**src/rtl/inst_encoder.sv**
```systemverilog
// RV32I instruction encoder: packs decoded fields into a 32-bit word and queues it in a small FIFO.
// Optional statistics counters are enabled by defining INST_ENCODER_STAT_EN.
`ifndef INST_ENCODER_DEFS
`define INST_ENCODER_DEFS
`define INST_R        7'b0110011
`define INST_I        7'b0010011
`define INST_B        7'b1100011
`define INST_L        7'b0000011
`define INST_S        7'b0100011
`define INST_JAL      7'b1101111
`define INST_JALR     7'b1100111
`define INST_LUI      7'b0110111
`define INST_AUIPC    7'b0010111
`define ALU_INST_BUS  [3:0]
`define ALU_ADD       4'd0
`define ALU_SUB       4'd1
`define ALU_LL        4'd2
`define ALU_CMP_LESS  4'd3
`define ALU_CMP_LESSU 4'd4
`define ALU_XOR       4'd5
`define ALU_RL        4'd6
`define ALU_ARL       4'd7
`define ALU_OR        4'd8
`define ALU_AND       4'd9
`define ALU_CMP_EQ    4'd10
`define ALU_CMP_NEQ   4'd11
`define ALU_CMP_MORE_EQ  4'd12
`define ALU_CMP_MORE_EQU 4'd13
`define DATA_TYPE_BUS [2:0]
`define DATATYPE_BYTE  3'd0
`define DATATYPE_HALF  3'd1
`define DATATYPE_WORD  3'd2
`define DATATYPE_UBYTE 3'd3
`define DATATYPE_UHALF 3'd4
`endif

module inst_encoder #(
  parameter int DEPTH = 2,
  parameter int CNT_W = 16
) (
  input  logic                clk,
  input  logic                rst,
  input  logic                flush_i,
  input  logic                in_valid_i,
  output logic                in_ready_o,
  input  logic [6:0]          opcode_i,
  input  logic `ALU_INST_BUS  alu_inst_i,
  input  logic `DATA_TYPE_BUS data_type_i,
  input  logic [4:0]          rs1_i,
  input  logic [4:0]          rs2_i,
  input  logic [4:0]          rd_i,
  input  logic [31:0]         imm_i,
  output logic                out_valid_o,
  input  logic                out_ready_i,
  output logic [31:0]         out_inst_o,
  output logic                out_err_o,
  output logic [CNT_W-1:0]    cnt_ok_o,
  output logic [CNT_W-1:0]    cnt_err_o
);
  localparam int PTR_W = $clog2(DEPTH);
  localparam logic [PTR_W-1:0] PTR_ONE  = PTR_W'(1);
  localparam logic [PTR_W:0]   CNT_ONE  = (PTR_W+1)'(1);
  localparam logic [PTR_W:0]   FULL_CNT = (PTR_W+1)'(DEPTH);
  localparam logic [31:0]      NOP      = 32'h0000_0013;

  typedef struct packed {
    logic [31:0] inst;
    logic        err;
  } entry_t;

  // Immediate range checks: a signed value fits when all bits above the field agree.
  logic fit12, fit_sh, fit_b, fit_j, fit_u;
  assign fit12  = &imm_i[31:11] | ~|imm_i[31:11];
  assign fit_sh = ~|imm_i[31:5];
  assign fit_b  = (&imm_i[31:12] | ~|imm_i[31:12]) & ~imm_i[0];
  assign fit_j  = (&imm_i[31:20] | ~|imm_i[31:20]) & ~imm_i[0];
  assign fit_u  = &imm_i[31:19] | ~|imm_i[31:19];

  logic [2:0] alu_f3, br_f3, ld_f3, st_f3;
  logic       alu_ok, alu_alt, br_ok, ld_ok, st_ok;

  always_comb begin
    alu_f3 = 3'b000; alu_ok = 1'b1; alu_alt = 1'b0;
    case (alu_inst_i)
      `ALU_ADD:       alu_f3 = 3'b000;
      `ALU_SUB:       begin alu_f3 = 3'b000; alu_alt = 1'b1; end
      `ALU_LL:        alu_f3 = 3'b001;
      `ALU_CMP_LESS:  alu_f3 = 3'b010;
      `ALU_CMP_LESSU: alu_f3 = 3'b011;
      `ALU_XOR:       alu_f3 = 3'b100;
      `ALU_RL:        alu_f3 = 3'b101;
      `ALU_ARL:       begin alu_f3 = 3'b101; alu_alt = 1'b1; end
      `ALU_OR:        alu_f3 = 3'b110;
      `ALU_AND:       alu_f3 = 3'b111;
      default:        alu_ok = 1'b0;
    endcase
  end

  always_comb begin
    br_f3 = 3'b000; br_ok = 1'b1;
    case (alu_inst_i)
      `ALU_CMP_EQ:       br_f3 = 3'b000;
      `ALU_CMP_NEQ:      br_f3 = 3'b001;
      `ALU_CMP_LESS:     br_f3 = 3'b100;
      `ALU_CMP_MORE_EQ:  br_f3 = 3'b101;
      `ALU_CMP_LESSU:    br_f3 = 3'b110;
      `ALU_CMP_MORE_EQU: br_f3 = 3'b111;
      default:           br_ok = 1'b0;
    endcase
  end

  always_comb begin
    ld_f3 = 3'b000; ld_ok = 1'b1;
    case (data_type_i)
      `DATATYPE_BYTE:  ld_f3 = 3'b000;
      `DATATYPE_HALF:  ld_f3 = 3'b001;
      `DATATYPE_WORD:  ld_f3 = 3'b010;
      `DATATYPE_UBYTE: ld_f3 = 3'b100;
      `DATATYPE_UHALF: ld_f3 = 3'b101;
      default:         ld_ok = 1'b0;
    endcase
    // Stores share the load width codes but have no unsigned variants.
    st_f3 = ld_f3;
    st_ok = ld_ok & ~ld_f3[2];
  end

  logic [31:0] raw, enc_inst;
  logic        bad, enc_err, is_shift;

  assign is_shift = (alu_inst_i == `ALU_LL) | (alu_inst_i == `ALU_RL) | (alu_inst_i == `ALU_ARL);

  always_comb begin
    raw = '0;
    bad = 1'b0;
    case (opcode_i)
      `INST_R: begin
        raw = {1'b0, alu_alt, 5'b0, rs2_i, rs1_i, alu_f3, rd_i, opcode_i};
        bad = ~alu_ok;
      end
      `INST_I: begin
        if (is_shift) begin
          raw = {1'b0, alu_alt, 5'b0, imm_i[4:0], rs1_i, alu_f3, rd_i, opcode_i};
          bad = ~fit_sh;
        end else begin
          raw = {imm_i[11:0], rs1_i, alu_f3, rd_i, opcode_i};
          bad = ~alu_ok | (alu_inst_i == `ALU_SUB) | ~fit12;
        end
      end
      `INST_B: begin
        raw = {imm_i[12], imm_i[10:5], rs2_i, rs1_i, br_f3, imm_i[4:1], imm_i[11], opcode_i};
        bad = ~br_ok | ~fit_b;
      end
      `INST_L: begin
        raw = {imm_i[11:0], rs1_i, ld_f3, rd_i, opcode_i};
        bad = ~ld_ok | ~fit12;
      end
      `INST_S: begin
        raw = {imm_i[11:5], rs2_i, rs1_i, st_f3, imm_i[4:0], opcode_i};
        bad = ~st_ok | ~fit12;
      end
      `INST_JAL: begin
        raw = {imm_i[20], imm_i[10:1], imm_i[11], imm_i[19:12], rd_i, opcode_i};
        bad = ~fit_j;
      end
      `INST_JALR: begin
        raw = {imm_i[11:0], rs1_i, 3'b000, rd_i, opcode_i};
        bad = ~fit12;
      end
      `INST_LUI, `INST_AUIPC: begin
        raw = {imm_i[19:0], rd_i, opcode_i};
        bad = ~fit_u;
      end
      default: bad = 1'b1;
    endcase
  end

  assign enc_err  = bad;
  assign enc_inst = bad ? NOP : raw;

  entry_t           mem [DEPTH];
  logic [PTR_W-1:0] wr_ptr, rd_ptr;
  logic [PTR_W:0]   count;
  logic             push, pop;

  assign in_ready_o  = (count != FULL_CNT);
  assign out_valid_o = (count != '0);
  assign push        = in_valid_i & in_ready_o;
  assign pop         = out_valid_o & out_ready_i;
  assign out_inst_o  = out_valid_o ? mem[rd_ptr].inst : '0;
  assign out_err_o   = out_valid_o & mem[rd_ptr].err;

  always_ff @(posedge clk) begin
    if (rst || flush_i) begin
      wr_ptr <= '0;
      rd_ptr <= '0;
      count  <= '0;
    end else begin
      if (push) wr_ptr <= wr_ptr + PTR_ONE;
      if (pop)  rd_ptr <= rd_ptr + PTR_ONE;
      if (push && !pop)      count <= count + CNT_ONE;
      else if (!push && pop) count <= count - CNT_ONE;
    end
  end

  // Storage is unreset; stale slots are never visible because the pointers are.
  always_ff @(posedge clk) begin
    if (push) mem[wr_ptr] <= '{inst: enc_inst, err: enc_err};
  end

`ifdef INST_ENCODER_STAT_EN
  logic [CNT_W-1:0] cnt_ok, cnt_err;
  always_ff @(posedge clk) begin
    if (rst) begin
      cnt_ok  <= '0;
      cnt_err <= '0;
    end else if (push && !flush_i) begin
      if (enc_err) begin
        if (~&cnt_err) cnt_err <= cnt_err + CNT_W'(1);
      end else begin
        if (~&cnt_ok) cnt_ok <= cnt_ok + CNT_W'(1);
      end
    end
  end
  assign cnt_ok_o  = cnt_ok;
  assign cnt_err_o = cnt_err;
`else
  assign cnt_ok_o  = '0;
  assign cnt_err_o = '0;
`endif

endmodule

```
**config.mk**
```make
export PLATFORM = sky130hd
export DESIGN_NAME = inst_encoder
export DESIGN_NICKNAME = d
export VERILOG_FILES = /design/src/rtl/inst_encoder.sv
export SDC_FILE = /design/constraint.sdc
export NUM_CORES = 1
export LEC_CHECK = 0
export CAP_MARGIN = 20
export CORE_ASPECT_RATIO = 1.1
export CORE_MARGIN = 1.5
export CORE_UTILIZATION = 49
export CTS_BUF_LIST = sky130_fd_sc_hd__clkbuf_8
export DETAILED_ROUTE_END_ITERATION = 6
export GPL_ROUTABILITY_DRIVEN = 1
export GPL_TIMING_DRIVEN = 0
export PLACE_DENSITY_LB_ADDON = 0.25
export SLEW_MARGIN = 5
export SYNTH_ARGS = -nofsm -noshare
export SYNTH_HDL_FRONTEND = slang
export SYNTH_SLANG_ARGS = --single-unit
```
**constraint.sdc**
```tcl
create_clock -name clk -period 3 [get_ports clk]
set_clock_uncertainty 0.2 [all_clocks]
set_input_delay 0.6 -clock clk [delete_from_list [all_inputs] [get_ports clk]]
set_output_delay 0.6 -clock clk [all_outputs]
set_load 0.02 [all_outputs]
```
==> results of run 1 <==
-- state kept, by name, summed over array words and instances, names as in the netlist, named ones only --
| register | flops |
|---|---|
| mem | 66 |
| count | 2 |
| rd_ptr | 1 |
| wr_ptr | 1 |
-- per-stage QoR --
stage | TNS, ns | instance area [sq um] | std cells | power, mW
after floorplan | 0 | 4504 | 453 | 1.469
after global placement | -61.00 | 5614 | 661 | 1.710
after detailed placement | -32.35 | 5654 | 663 | 1.727
after CTS | 0 | 6008 | 682 | 2.521
after global routing | -0.3217 | 6256 | 687 | 2.624
final | 0 | 6256 | 687 | 2.543
-- how the worst max path moves through the flow --
stage / startpoint / endpoint / slack, ns / depth (start not counted)
2_1_floorplan: count[0] / mem[0][0] / 0.19 / 3
3_3_place_gp: in_valid_i / mem[0][31] / -0.93 / 3
5_1_grt: opcode_i[0] / mem[1][23] / -0.04 / 9
4_1_cts: alu_inst_i[3] / mem[0][23] / 0.004 / 10
6_report: opcode_i[0] / mem[0][24] / 0.02 / 9
3_5_place_dp: alu_inst_i[1] / mem[0][31] / -0.75 / 9
-- kinds of logic (layout without fill, tap and decap cells) --
kind of cell    count (synthesis)  in the layout  share of synthesized area
mux                            34             34                    0.07805
flops                          71             71                     0.4757
fa+ha+maj                       1              1                   0.002858
simple gates                  157            157                     0.1967
buf+inv                        64            187                    0.09234
xor+xnor                        8              8                    0.01601
compound gates                 82             82                     0.1367
other cells                     2             36                   0.001716
-- synthesized netlist by cell type, drive strengths merged (7+ instances only) --
| library cell | count |
|---|---|
| nor2 | 65 |
| nand2 | 20 |
| nor4 | 14 |
| nor3 | 12 |
| a22oi | 14 |
| o21ai | 8 |
| edfxtp | 66 |
| clkbuf | 14 |
| nand4 | 7 |
| mux2i | 33 |
| a21oi | 18 |
| inv | 7 |
| buf | 43 |
-- critical path, stage by stage --
cell	delay, ns
clkdlybuf4s50_1	0.57
nand2_2	0.15
a31oi_1	0.24
o311ai_2	0.16
a211o_4	0.35
or4b_1	0.46
buf_4	0.17
buf_12	0.16
nor2_4	0.12
-- placed cells by master (no fill, tap or decap), types with 4 or more instances in the layout --
| cell type | count |
|---|---|
| nand4_1 | 7 |
| clkbuf_2 | 4 |
| a22oi_1 | 13 |
| mux2i_1 | 33 |
| nor4_1 | 6 |
| a22o_1 | 4 |
| conb_1 | 36 |
| clkdlybuf4s50_1 | 74 |
| buf_4 | 46 |
| nand2_1 | 17 |
| nand2b_1 | 5 |
| and2_1 | 4 |
| buf_2 | 6 |
| xor2_1 | 5 |
| nor2b_1 | 4 |
| nor4_2 | 4 |
| edfxtp_1 | 66 |
| dfxtp_1 | 5 |
| a222oi_1 | 6 |
| clkbuf_8 | 11 |
| a211oi_1 | 5 |
| o21ai_0 | 8 |
| dlymetal6s2s_1 | 22 |
| nor2_4 | 11 |
| nor3_1 | 9 |
| a21oi_1 | 18 |
| nor4_4 | 4 |
| inv_1 | 8 |
| nand3_1 | 5 |
| nor2_1 | 53 |
-- report_power, final --
part | leakage, nW | switching, mW | internal, mW
Combinational | 1.59 | 0.338 | 0.270
Sequential | 0.720 | 0.0147 | 1.12
Clock | 0.111 | 0.369 | 0.430
-- metal layers --
layer | GRT usage | up-vias | wire [microns]
met5 | 0 | - | 0
met4 | 0.1119 | 0 | 419
met3 | 0.05060 | 41 | 851
met2 | 0.4980 | 213 | 6700
met1 | 0.3010 | 1832 | 5030
li1 | - | 1823 | -
-- final cells by class --
cell class | count | area share
Buffer | 54 | 0.06280
Clock buffer | 11 | 0.02420
Clock inverter | 5 | 0.009000
Inverter | 7 | 0.004200
Multi-Input combinational cell | 318 | 0.3628
Sequential cell | 71 | 0.3328
Tap cell | 111 | 0.02220
Timing Repair Buffer | 110 | 0.1820
-- repair_timing --
item | CTS | global route
setup endpoints to repair | 90 | 66
hold buffers | 0 | 0
pin swaps | 6 | 12
gates resized for setup | 30 | 57
cloned | 0 | 0
buffers inserted | 4 | 7
==> summary.txt, run 1 <==
Worst hold path
  – Hold Crit Depth: 2
  – WHS Endpoint: rd_ptr
  – Tightest Hold Check Type: flop to flop
  – Hold_sp: rd_ptr

Setup path
  – Worst reg2reg path depth: 8
  – Worst R2R Start: count[0]
  – Critical Path AT: 2.97 ns
  – Crit. End Element: flop
  – Largest fanout on the critical path: 11
  – Required time of the worst setup path: 3.00 ns
  – Kind of start point of the critical path: primary input
  – Critical path class: primary input to flop
  – R2R Setup Slk: 1.06 ns
  – R2r endpoint: count[1]

Routing
  – Avg Vias per Cell: 5.690
  – Wirelength per Cell: 18.93 microns
  – DRC violations left: 0
  – Initial drt markers: 313
  – Post-Route WL: 13000 microns
  – Detailed Routing Iterations Pass 1: 5
  – Routed vias: 3909
  – Routed Antenna Nets: 0

Synthesis
  – Cells after Synth: 419
  – Area contributors post-synth: edfxtp_1, mux2i_1, buf_4
  – Asr flop ratio synth: 0
  – Number of synthesis warnings: 0
  – Cell variety after synth: 61
  – Post-synth top flop: edfxtp_1
  – Mapped Area: 4377 sq um
  – Number of synthesized register bits: 71
  – Seq/Total Area, Yosys: 0.4757
  – Synth area leader: edfxtp_1
  – Post-synth EDFFs: 66
  – Post-Syn Area per Cell: 10.45 sq um
  – Yosys top cell area share: 0.4528

STA
  – Worst Setup Slack, final: 0.02481 ns
  – Hold Fails Final Rpt: 0
  – Crit share post-route: 0.9917
  – Max Clk Rate: 0.3361 GHz
  – Worst slew pin tran: 1.009 ns
  – Relative slew slack: 0.3223
  – Minimum clock period: 2.975 ns
  – Final setup fails: 0
  – RSZ-0062 raised after global routing: true
  – Hold_ws: 0.3871 ns
  – Slew Viols, Final: 0

Placed design
  – Detail Placement HPWL: 9607 microns
  – Number of port buffers: 97
  – Gpl congestion: 0.9453
  – Pre-CTS WS: -0.7480 ns

Final layout
  – Area Overhead vs Synth: 42.94%
  – Multi-input gate area: 2270 sq um
  – Final core occ: 0.7326
  – Layout cells sized above 1: 0.2153
  – Final nets: 638
  – Register area: 2082 sq um
  – Diode count: 0
  – # fillers: 612

Die
  – Ports: 133
  – Core region area: 8539 sq um
  – Die X: 93.11 microns
  – FP Rows: 35
  – Die Height: 102.1 microns
  – Die ar.: 9508 sq um
  – Starting Density: 0.5125

Clock tree
  – H-tree depth: 3
  – Max Buffers Root-to-Sink: 2
  – Worst-Skew Late Latency: 0.34 ns
  – Clk sinks: 71
  – TritonCTS buffer count: 9
  – CTS tree: yes
  – CTS clock-pin slew for the worst setup and hold paths: 0.07 ns
  – Root Buffer: clkbuf_8

GRT
  – Antenna violations before repair: 0
  – Vias in the first global route: 3675
  – First-pass GRT wire length: 18870 microns
  – GR Util All Layers: 0.2682
  – Largest net degree at the start of global routing: 34
  – Grt total ovfl: 0

Pwr
  – Peak VDD IR: 0.2039 mV
  – Leakage: 2.424 nW
  – Pwr per Cell Area: 406.4 nW/um^2

Job
  – Max-Cap Viols: 0

Status
  – Status: completed
No activity file was read; power rests on OpenSTA's default activity.
==> inputs of run 2 (changes only) <==
SLEW_MARGIN = 0   (was 5)
==> summary.txt, run 2 (same netlist as run 1, synthesis figures left out) <==
Status
  – Status: completed

STA
  – Slew Viols, Final: 0
  – Worst slew pin tran: 0.8583 ns
  – Crit share post-route: 0.9697
  – TNS Setup: 0 ns
  – Minimum clock period: 2.909 ns
  – Hold Fails Final Rpt: 0
  – Worst Setup Slack, final: 0.09094 ns
  – Final setup fails: 0
  – Max Clk Rate: 0.3438 GHz
  – RSZ-0062 raised after global routing: false
  – Relative slew slack: 0.4243

Final layout
  – Design area: 6264 sq um
  – Final nets: 637
  – Reg with most FFs: mem
  – Most frequent cells in the layout: clkdlybuf4s50_1, edfxtp_1, nor2_1
  – Diode count: 0
  – Layout cells sized above 1: 0.2157
  – Area Overhead vs Synth: 43.11%
  – Top Registers: mem x66, count x2
  – Largest register FFs: 66
  – Most common cell after layout, fill and taps aside: clkdlybuf4s50_1

Clock tree
  – Max Buffers Root-to-Sink: 2
  – CTS tree: yes
  – H-tree depth: 3
  – Hold-fix buffers, CTS: 0
  – Clk sinks: 71
  – Root Buffer: clkbuf_8
  – Worst-Skew Late Latency: 0.33 ns
  – CTS clock-pin slew for the worst setup and hold paths: 0.07 ns
  – TritonCTS buffer count: 9

Setup path
  – Critical Path AT: 2.90 ns
  – Worst reg2reg path depth: 2
  – R2r endpoint: mem[1][30]
  – Crit. path cell count: 9
  – Largest fanout on the critical path: 11
  – Crit-path max cell delay: 0.54 ns
  – Worst R2R Start: count[0]
  – Delay-heaviest family, CP: simple AND/OR/NAND/NOR gates
  – Buf/Inv on CP: 3
  – Crit path cell chain: clkdlybuf4s50_1 > nor4_4 > nand2_2 > a2111oi_4 > a211o_1 > or4b_1 > buf_4 > buf_12 > nor2_4
  – Slowest CP cell: clkdlybuf4s50_1
  – Crit. Startpoint: imm_i[16]
  – Critical path class: primary input to flop
  – Required time of the worst setup path: 2.99 ns
  – R2R Setup Slk: 1.04 ns
  – Kind of start point of the critical path: primary input
  – Crit. End Element: flop

Pwr
  – Pwr per Cell Area: 382.1 nW/um^2
  – Peak VDD IR: 0.2434 mV
  – Final Power: 2.393 mW
  – Leakage: 2.409 nW

Routing
  – Post-Route WL: 13040 microns
  – Avg Vias per Cell: 5.694
  – Detailed Routing Iterations Pass 1: 6
  – Wirelength per Cell: 19.01 microns
  – Routed Antenna Nets: 0
  – Routed vias: 3906
  – DRC violations left: 0
  – Initial drt markers: 295

GRT
  – GR Util All Layers: 0.2672
  – First-pass GRT wire length: 19040 microns
  – Largest net degree at the start of global routing: 34
  – Grt total ovfl: 0
  – Vias in the first global route: 3726
  – Antenna violations before repair: 0

Die
  – Die X: 93.11 microns
  – Ports: 133
  – FP Rows: 35
  – Die ar.: 9508 sq um
  – Core region area: 8539 sq um
  – Starting Density: 0.5125
  – Die Height: 102.1 microns

Worst hold path
  – Hold_sp: wr_ptr
  – WHS Endpoint: wr_ptr
  – Hold Crit Depth: 2
  – Tightest Hold Check Type: flop to flop

Placed design
  – Number of port buffers: 97
  – Placed cell area: 5647 sq um
  – Gpl congestion: 0.9453
  – Detail Placement HPWL: 9591 microns
  – Pre-CTS WS: -0.7456 ns

Job
  – Max-Cap Viols: 0
-- run 2: area by class of cell --
type | count | area, sq um
tap | 111 | 138.9
fill | 603 | 2276
clock buffer | 10 | 137.6
timing repair buffer | 109 | 1141
buffer | 54 | 399.1
sequential | 71 | 2082
multi-input combinational | 318 | 2307
inverter | 7 | 26.28
clock inverter | 6 | 31.28
-- run 2: report_power, final --
| part | switching, mW | internal, mW |
|---|---|---|
| clock | 0.338 | 0.312 |
| sequential | 0.0153 | 1.12 |
| combinational | 0.338 | 0.268 |
| total | 0.691 | 1.70 |
-- run 2: worst max path at each step --
stage                endpoint
2_1_floorplan       mem[0][0]
3_3_place_gp       mem[0][31]
3_5_place_dp       mem[0][31]
4_1_cts            mem[1][25]
5_1_grt        out_inst_o[21]
6_report           mem[0][24]
-- run 2: repair_timing --
| action | 4_1_cts | 5_1_grt |
|---|---|---|
| pin swaps | 6 | 18 |
| buffers inserted | 3 | 7 |
| resized for setup | 33 | 62 |
| setup endpoints to repair | 90 | 74 |
-- run 2: per-layer routing --
| metal | wire length, microns | share of wire | GRT usage | vias up |
|---|---|---|---|---|
| met3 | 893 | 0.068 | 0.04911 | 45 |
| met1 | 4841 | 0.37 | 0.3000 | 1831 |
| met4 | 466 | 0.036 | 0.09907 | 0 |
| met5 | 0 | 0 | 0 | - |
| li1 | - | - | - | 1819 |
| met2 | 6842 | 0.52 | 0.5031 | 211 |
-- run 2: metrics by stage --
stage          instances  hold slack, ns  utilization
6_report             686          0.4238       0.7335
5_1_grt              686          0.4461       0.7335
3_5_place_dp         663          0.4006       0.6612
3_3_place_gp         661          0.3296       0.6574
2_1_floorplan        453          0.3200            -
4_1_cts              681          0.4200       0.6977
-- run 2: worst min-delay path: stages (launching register included) --
cell and delay [ns]:
dfxtp_1 0.36, xor2_1 0.16, nor3_1 0.06
==> inputs of run 3 (changes only) <==
CTS_CLUSTER_DIAMETER = 40   (was not set)
==> results of run 3 <==
No change in the layout: final DEF, timing and power equal those of run 2.
